### src/rtl/ps2_packet_rx.sv
// PS/2 mouse receive front-end. It conditions the raw lines, deserializes and checks
// 11-bit frames, and assembles the validated bytes into 3-byte movement packets.
module ps2_packet_rx #(
   parameter int FILTER_LEN = 4,
   parameter int TIMEOUT    = 20000
) (
   input  logic        clk,
   input  logic        rst,
   input  logic        MOUSE_CLOCK,
   input  logic        MOUSE_DATA,
   input  logic        enable,
   output logic [23:0] data_out,
   output logic        dav,
   output logic        m_ack,
   output logic        err
);
   localparam logic [3:0]  FCNT_LAST = 4'(FILTER_LEN - 1);
   localparam logic [15:0] TO_LAST   = 16'(TIMEOUT - 1);

   typedef enum logic [1:0] {IDLE, DATA, PARITY, STOP} state_t;

   // Index 1 is the clock line, index 0 is the data line
   logic [1:0]      s1, s2, filt;
   logic [1:0][3:0] fcnt;
   logic            fe;

   always_ff @(posedge clk) begin
      if (!rst) begin
         s1   <= '1;
         s2   <= '1;
         filt <= '1;
         fcnt <= '0;
         fe   <= 1'b0;
      end else begin
         s1 <= {MOUSE_CLOCK, MOUSE_DATA};
         s2 <= s1;
         for (int i = 0; i < 2; i++) begin
            if (s2[i] == filt[i])
               fcnt[i] <= '0;
            else if (fcnt[i] == FCNT_LAST) begin
               fcnt[i] <= '0;
               filt[i] <= ~filt[i];
            end else
               fcnt[i] <= fcnt[i] + 4'd1;
         end
         // Strobe lands in the same cycle the filtered clock first reads 0
         fe <= filt[1] && (s2[1] != filt[1]) && (fcnt[1] == FCNT_LAST);
      end
   end

   state_t      state, state_n;
   logic [2:0]  bit_cnt, bit_cnt_n;
   logic [7:0]  shreg, shreg_n;
   logic        par, par_n;
   logic [1:0]  idx, idx_n;
   logic [7:0]  b0, b0_n, b1, b1_n;
   logic [15:0] tcnt, tcnt_n;
   logic [23:0] data_n;
   logic        dav_n, err_n, mack_n;
   logic        data_f;

   assign data_f = filt[0];

   always_ff @(posedge clk) begin
      if (!rst) begin
         state    <= IDLE;
         bit_cnt  <= '0;
         shreg    <= '0;
         par      <= 1'b0;
         idx      <= '0;
         b0       <= '0;
         b1       <= '0;
         tcnt     <= '0;
         data_out <= '0;
         dav      <= 1'b0;
         err      <= 1'b0;
         m_ack    <= 1'b0;
      end else begin
         state    <= state_n;
         bit_cnt  <= bit_cnt_n;
         shreg    <= shreg_n;
         par      <= par_n;
         idx      <= idx_n;
         b0       <= b0_n;
         b1       <= b1_n;
         tcnt     <= tcnt_n;
         data_out <= data_n;
         dav      <= dav_n;
         err      <= err_n;
         m_ack    <= mack_n;
      end
   end

   always_comb begin
      state_n   = state;
      bit_cnt_n = bit_cnt;
      shreg_n   = shreg;
      par_n     = par;
      idx_n     = idx;
      b0_n      = b0;
      b1_n      = b1;
      tcnt_n    = tcnt;
      data_n    = data_out;
      dav_n     = 1'b0;
      err_n     = 1'b0;
      mack_n    = m_ack;

      if (!enable) begin
         state_n = IDLE;
         idx_n   = '0;
         tcnt_n  = '0;
      end else if (fe) begin
         tcnt_n = '0;
         unique case (state)
            IDLE: begin
               if (!data_f) begin
                  state_n   = DATA;
                  bit_cnt_n = '0;
               end
            end
            DATA: begin
               shreg_n   = {data_f, shreg[7:1]};
               bit_cnt_n = bit_cnt + 3'd1;
               if (bit_cnt == 3'd7) state_n = PARITY;
            end
            PARITY: begin
               par_n   = data_f;
               state_n = STOP;
            end
            STOP: begin
               state_n = IDLE;
               if (!(^{shreg, par}) || !data_f) begin
                  err_n = 1'b1;
                  idx_n = '0;
               end else if (idx == 2'd0 && shreg == 8'hFA) begin
                  mack_n = 1'b1;
               end else if (idx == 2'd0 && !shreg[3]) begin
                  // Not a packet header: drop it so the stream can realign
                  idx_n = '0;
               end else begin
                  unique case (idx)
                     2'd0: begin b0_n = shreg; idx_n = 2'd1; end
                     2'd1: begin b1_n = shreg; idx_n = 2'd2; end
                     default: begin
                        data_n = {b0, b1, shreg};
                        dav_n  = 1'b1;
                        idx_n  = '0;
                     end
                  endcase
               end
            end
            default: state_n = IDLE;
         endcase
      end else if (state != IDLE || idx != 2'd0) begin
         if (tcnt == TO_LAST) begin
            state_n = IDLE;
            idx_n   = '0;
            tcnt_n  = '0;
            err_n   = 1'b1;
         end else
            tcnt_n = tcnt + 16'd1;
      end else
         tcnt_n = '0;
   end
endmodule

### config.mk
export PLATFORM = sky130hd
export DESIGN_NAME = ps2_packet_rx
export DESIGN_NICKNAME = d
export VERILOG_FILES = /design/src/rtl/ps2_packet_rx.sv
export SDC_FILE = /design/constraint.sdc
export NUM_CORES = 1
export LEC_CHECK = 0
export ABC_AREA = 1
export CORE_MARGIN = 10
export CORE_UTILIZATION = 57
export CTS_CLUSTER_SIZE = 40
export DETAILED_ROUTE_END_ITERATION = 7
export PLACE_DENSITY = 0.82
export SLEW_MARGIN = 20
export SYNTH_ARGS = -nofsm -noshare
export SYNTH_HDL_FRONTEND = slang
export SYNTH_SLANG_ARGS = --single-unit
### constraint.sdc
create_clock -name clk -period 2.2 [get_ports clk]
set_input_delay 0.66 -clock clk [delete_from_list [all_inputs] [get_ports clk]]
set_output_delay 0.66 -clock clk [all_outputs]
set_load 0.1 [all_outputs]
==> results.py <==
metrics = {
    "drt": {
        "vias": 3366,
        "wirelength_mm": 7.68,
        "avgRoutedWirePerCell_um": 11.3,
        "ant_nets": 0,
        "drc": 0,
        "drt_iter0_drc": 209,
        "viasPerCell": 4.94,
        "drt_pass1_iterations": 5,
    },
    "setup_path": {
        "cp-start-kind": "flop",
        "crit_fanout": 8,
        "worstSetupPathType": "reg2reg",
        "end_kind": "flop",
        "crit_arrival_ns": 2.24,
        "crit_required_ns": 2.46,
        "crit_start": "shreg[4]$_SDFFE_PN0P_",
        "timing.rr.start": "shreg[4]$_SDFFE_PN0P_",
    },
    "die": {
        "chipWidth_um": 103,
        "die-area_um2": 10600,
        "rows": 30,
        "die_h_um": 103,
        "pin_count": 32,
        "coreArea_um2": 6720,
        "initial_utilization": 0.582,
    },
    "hold_path": {
        "hold_class": "reg2reg",
        "holdCritStartpoint": "s1[0]$_SDFF_PN1_",
    },
    "timing": {
        "finalClockSkew_ns": 0.0115,
        "period_share": 0.902,
        "slew_headroom": 0.759,
        "setup_viol": 0,
        "setup_tns_ns": 0,
        "rsz0062_at_grt": "no",
        "min_period_ns": 1.98,
        "final_max_slew_viol_count": 0,
        "hold_viol": 0,
        "fmax_mhz": 504,
        "tightest_slew_ns": 0.360,
    },
    "place": {
        "hpwl_mm": 5.58,
        "placed_cells": 665,
        "portBuffers": 31,
        "place.gp.congestion": 0.908,
    },
    "pwr": {
        "ir_worst_vdd_mv": 0.451,
        "power_density_nw_per_um2": 630,
        "power.leakage_nw": 2.18,
    },
    "synthesis": {
        "yosysTopAreaCell": "dfxtp_1",
        "async_reset_ff_frac": 0,
        "synth.top_cell.area_share": 0.461,
        "yosysMostFrequentCell": "nor2_1",
        "synth_common_cells": "nor2_1, nand2_1, dfxtp_1",
        "syn_nets": 576,
        "ys_warn_count": 0,
        "synth_seq_cells": 90,
        "syn_inst": 561,
        "ys_seq_area_frac": 0.461,
        "synth_area_um2": 3910,
        "synth_flop_cell": "dfxtp_1",
        "syn_area_per_cell_um2": 6.97,
        "netlist_top_cells_area": "dfxtp_1, nor2_1, nand2_1",
        "synth_edf_count": 0,
        "ys_types": 31,
    },
    "grt": {
        "antenna_found_initial": 0,
        "grt_pass1_wl_mm": 13.3,
        "grt_usage": 0.154,
        "overflow": 0,
        "grt_pass1_vias": 3152,
        "grt_start_max_net_pins": 50,
    },
    "clock_tree": {
        "ctsResizeCount": 0,
        "cts.sinks": 90,
        "htree_levels": 3,
        "ctsHoldBuffers": 0,
        "clk_latency_ns": 0.36,
        "numCtsBuffers": 9,
        "cts_tree": "built",
        "postCtsSetupBuffers": 0,
        "root_buffer": "clkbuf_8",
        "clk_pin_slew_ns": 0.10,
        "cts_buffer_depth": 2,
    },
    "cells_and_area": {
        "drive_gt1_frac": 0.120,
        "syn_to_final_growth_pct": 14.2,
        "seq_area_um2": 1800,
        "num_antenna_cells": 0,
        "multi_input_area_um2": 1710,
        "fin_util": 0.665,
        "nets": 611,
        "stdcell_count": 681,
        "nFillCells": 572,
    },
    "flow_run": {
        "max-cap-violations": 0,
    },
    "status": {
        "status": "completed",
    },
}
==> final cells by class <==
class,instances,share of cell area
inverter,83,0.0697
timing repair buffer,43,0.0773
multi-input combinational,369,0.382
clock buffer,9,0.0277
tap,80,0.0224
clock inverter,7,0.0174
sequential,90,0.403
==> flip-flops by register name, indices dropped and copies added (netlist names) <==
signal	flops
b0	8
s1	2
dav	1
err	1
filt	2
shreg	8
m_ack	1
state	2
data_out	24
fe	1
s2	2
b1	8
fcnt	8
tcnt	16
par	1
idx	2
bit_cnt	3
==> layer usage <==
layer	GRT usage	wire [um]	vias to the layer above
li1	-	-	1801
met1	0.189	3650	1486
met2	0.254	3510	68
met3	0.0302	393	11
met4	0.0749	134	0
met5	0	0	-
==> report_power, final <==
group / internal, mW / total (mW) / switching (mW) / leakage, nW
combinational: 0.0161 / 0.0422 / 0.0262 / 1.35
sequential: 1.63 / 1.63 / 0.00186 / 0.726
clock: 0.535 / 1.14 / 0.606 / 0.100
total: 2.18 / 2.82 / 0.634 / 2.18
==> worst max-delay path, stage by stage, from the launching register on <==
cell,delay (ns)
dfxtp_1,0.53
nand2_1,0.11
inv_1,0.09
nor2_1,0.05
inv_1,0.05
nand2_1,0.05
nand2_1,0.10
nand3_2,0.12
nand2_1,0.13
nand3_1,0.16
nor2_4,0.14
inv_1,0.13
nor2_1,0.14
nor2_1,0.07
==> path summary, 6_finish.rpt <==
path / end / slack (ns) / depth (start not counted)
max: b1[1]$_SDFFE_PN0P_ / 0.22 / 13
min: s2[0]$_SDFF_PN1_ / 0.42 / 1
max reg2reg: b1[1]$_SDFFE_PN0P_ / 0.22 / 13
min reg2reg: s2[0]$_SDFF_PN1_ / 0.42 / 1
==> kinds of logic after synthesis <==
logic type	count (synthesis)	synth area share
AO/OA/AOI/OAI	59	0.0822
XOR/XNOR	2	0.00448
adder cells (fa/ha/maj)	10	0.0320
buffers and inverters	102	0.103
flip-flops	90	0.461
AND/OR/NAND/NOR	298	0.318
==> cells in the final DEF (no fill, tap or decap) <==
| cell type | synthesis | routed |
|---|---|---|
| a211o_1 | 1 | 1 |
| a21oi_1 | 28 | 28 |
| a21oi_4 | 1 | 1 |
| a22oi_1 | 2 | 2 |
| a31oi_1 | 1 | 1 |
| and3_1 | 1 | 1 |
| buf_12 | 0 | 1 |
| buf_4 | 1 | 38 |
| bufinv_16 | 0 | 1 |
| clkbuf_8 | 0 | 9 |
| clkdlybuf4s50_1 | 0 | 4 |
| clkinv_2 | 0 | 1 |
| clkinv_4 | 0 | 2 |
| clkinvlp_4 | 0 | 1 |
| dfxtp_1 | 90 | 90 |
| ha_1 | 10 | 10 |
| inv_1 | 80 | 80 |
| inv_2 | 3 | 3 |
| inv_6 | 0 | 2 |
| nand2_1 | 120 | 120 |
| nand2_2 | 1 | 1 |
| nand3_1 | 21 | 21 |
| nand3_2 | 2 | 2 |
| nand3b_1 | 1 | 1 |
| nand4_1 | 11 | 11 |
| nor2_1 | 122 | 122 |
| nor2_4 | 1 | 1 |
| nor3_1 | 6 | 6 |
| nor3_2 | 1 | 1 |
| nor3b_1 | 1 | 1 |
| nor4_1 | 2 | 2 |
| o211ai_1 | 1 | 1 |
| o21a_1 | 1 | 1 |
| o21ai_0 | 24 | 24 |
| or2_2 | 8 | 8 |
| xor2_1 | 2 | 2 |
==> metrics by stage <==
step | hold slack (ns) | setup WS (ns) | power (mW) | instance area, um^2
2_1_floorplan | 0.392 | 0.385 | 1.70 | 3910
3_3_place_gp | 0.395 | -0.0354 | 1.71 | 4270
3_5_place_dp | 0.400 | -0.0786 | 1.72 | 4270
4_1_cts | 0.422 | 0.235 | 2.84 | 4470
5_1_grt | 0.450 | 0.00247 | 2.91 | 4470
6_report | 0.421 | 0.216 | 2.82 | 4470
Note: power is estimated with default switching activity, not from simulation.
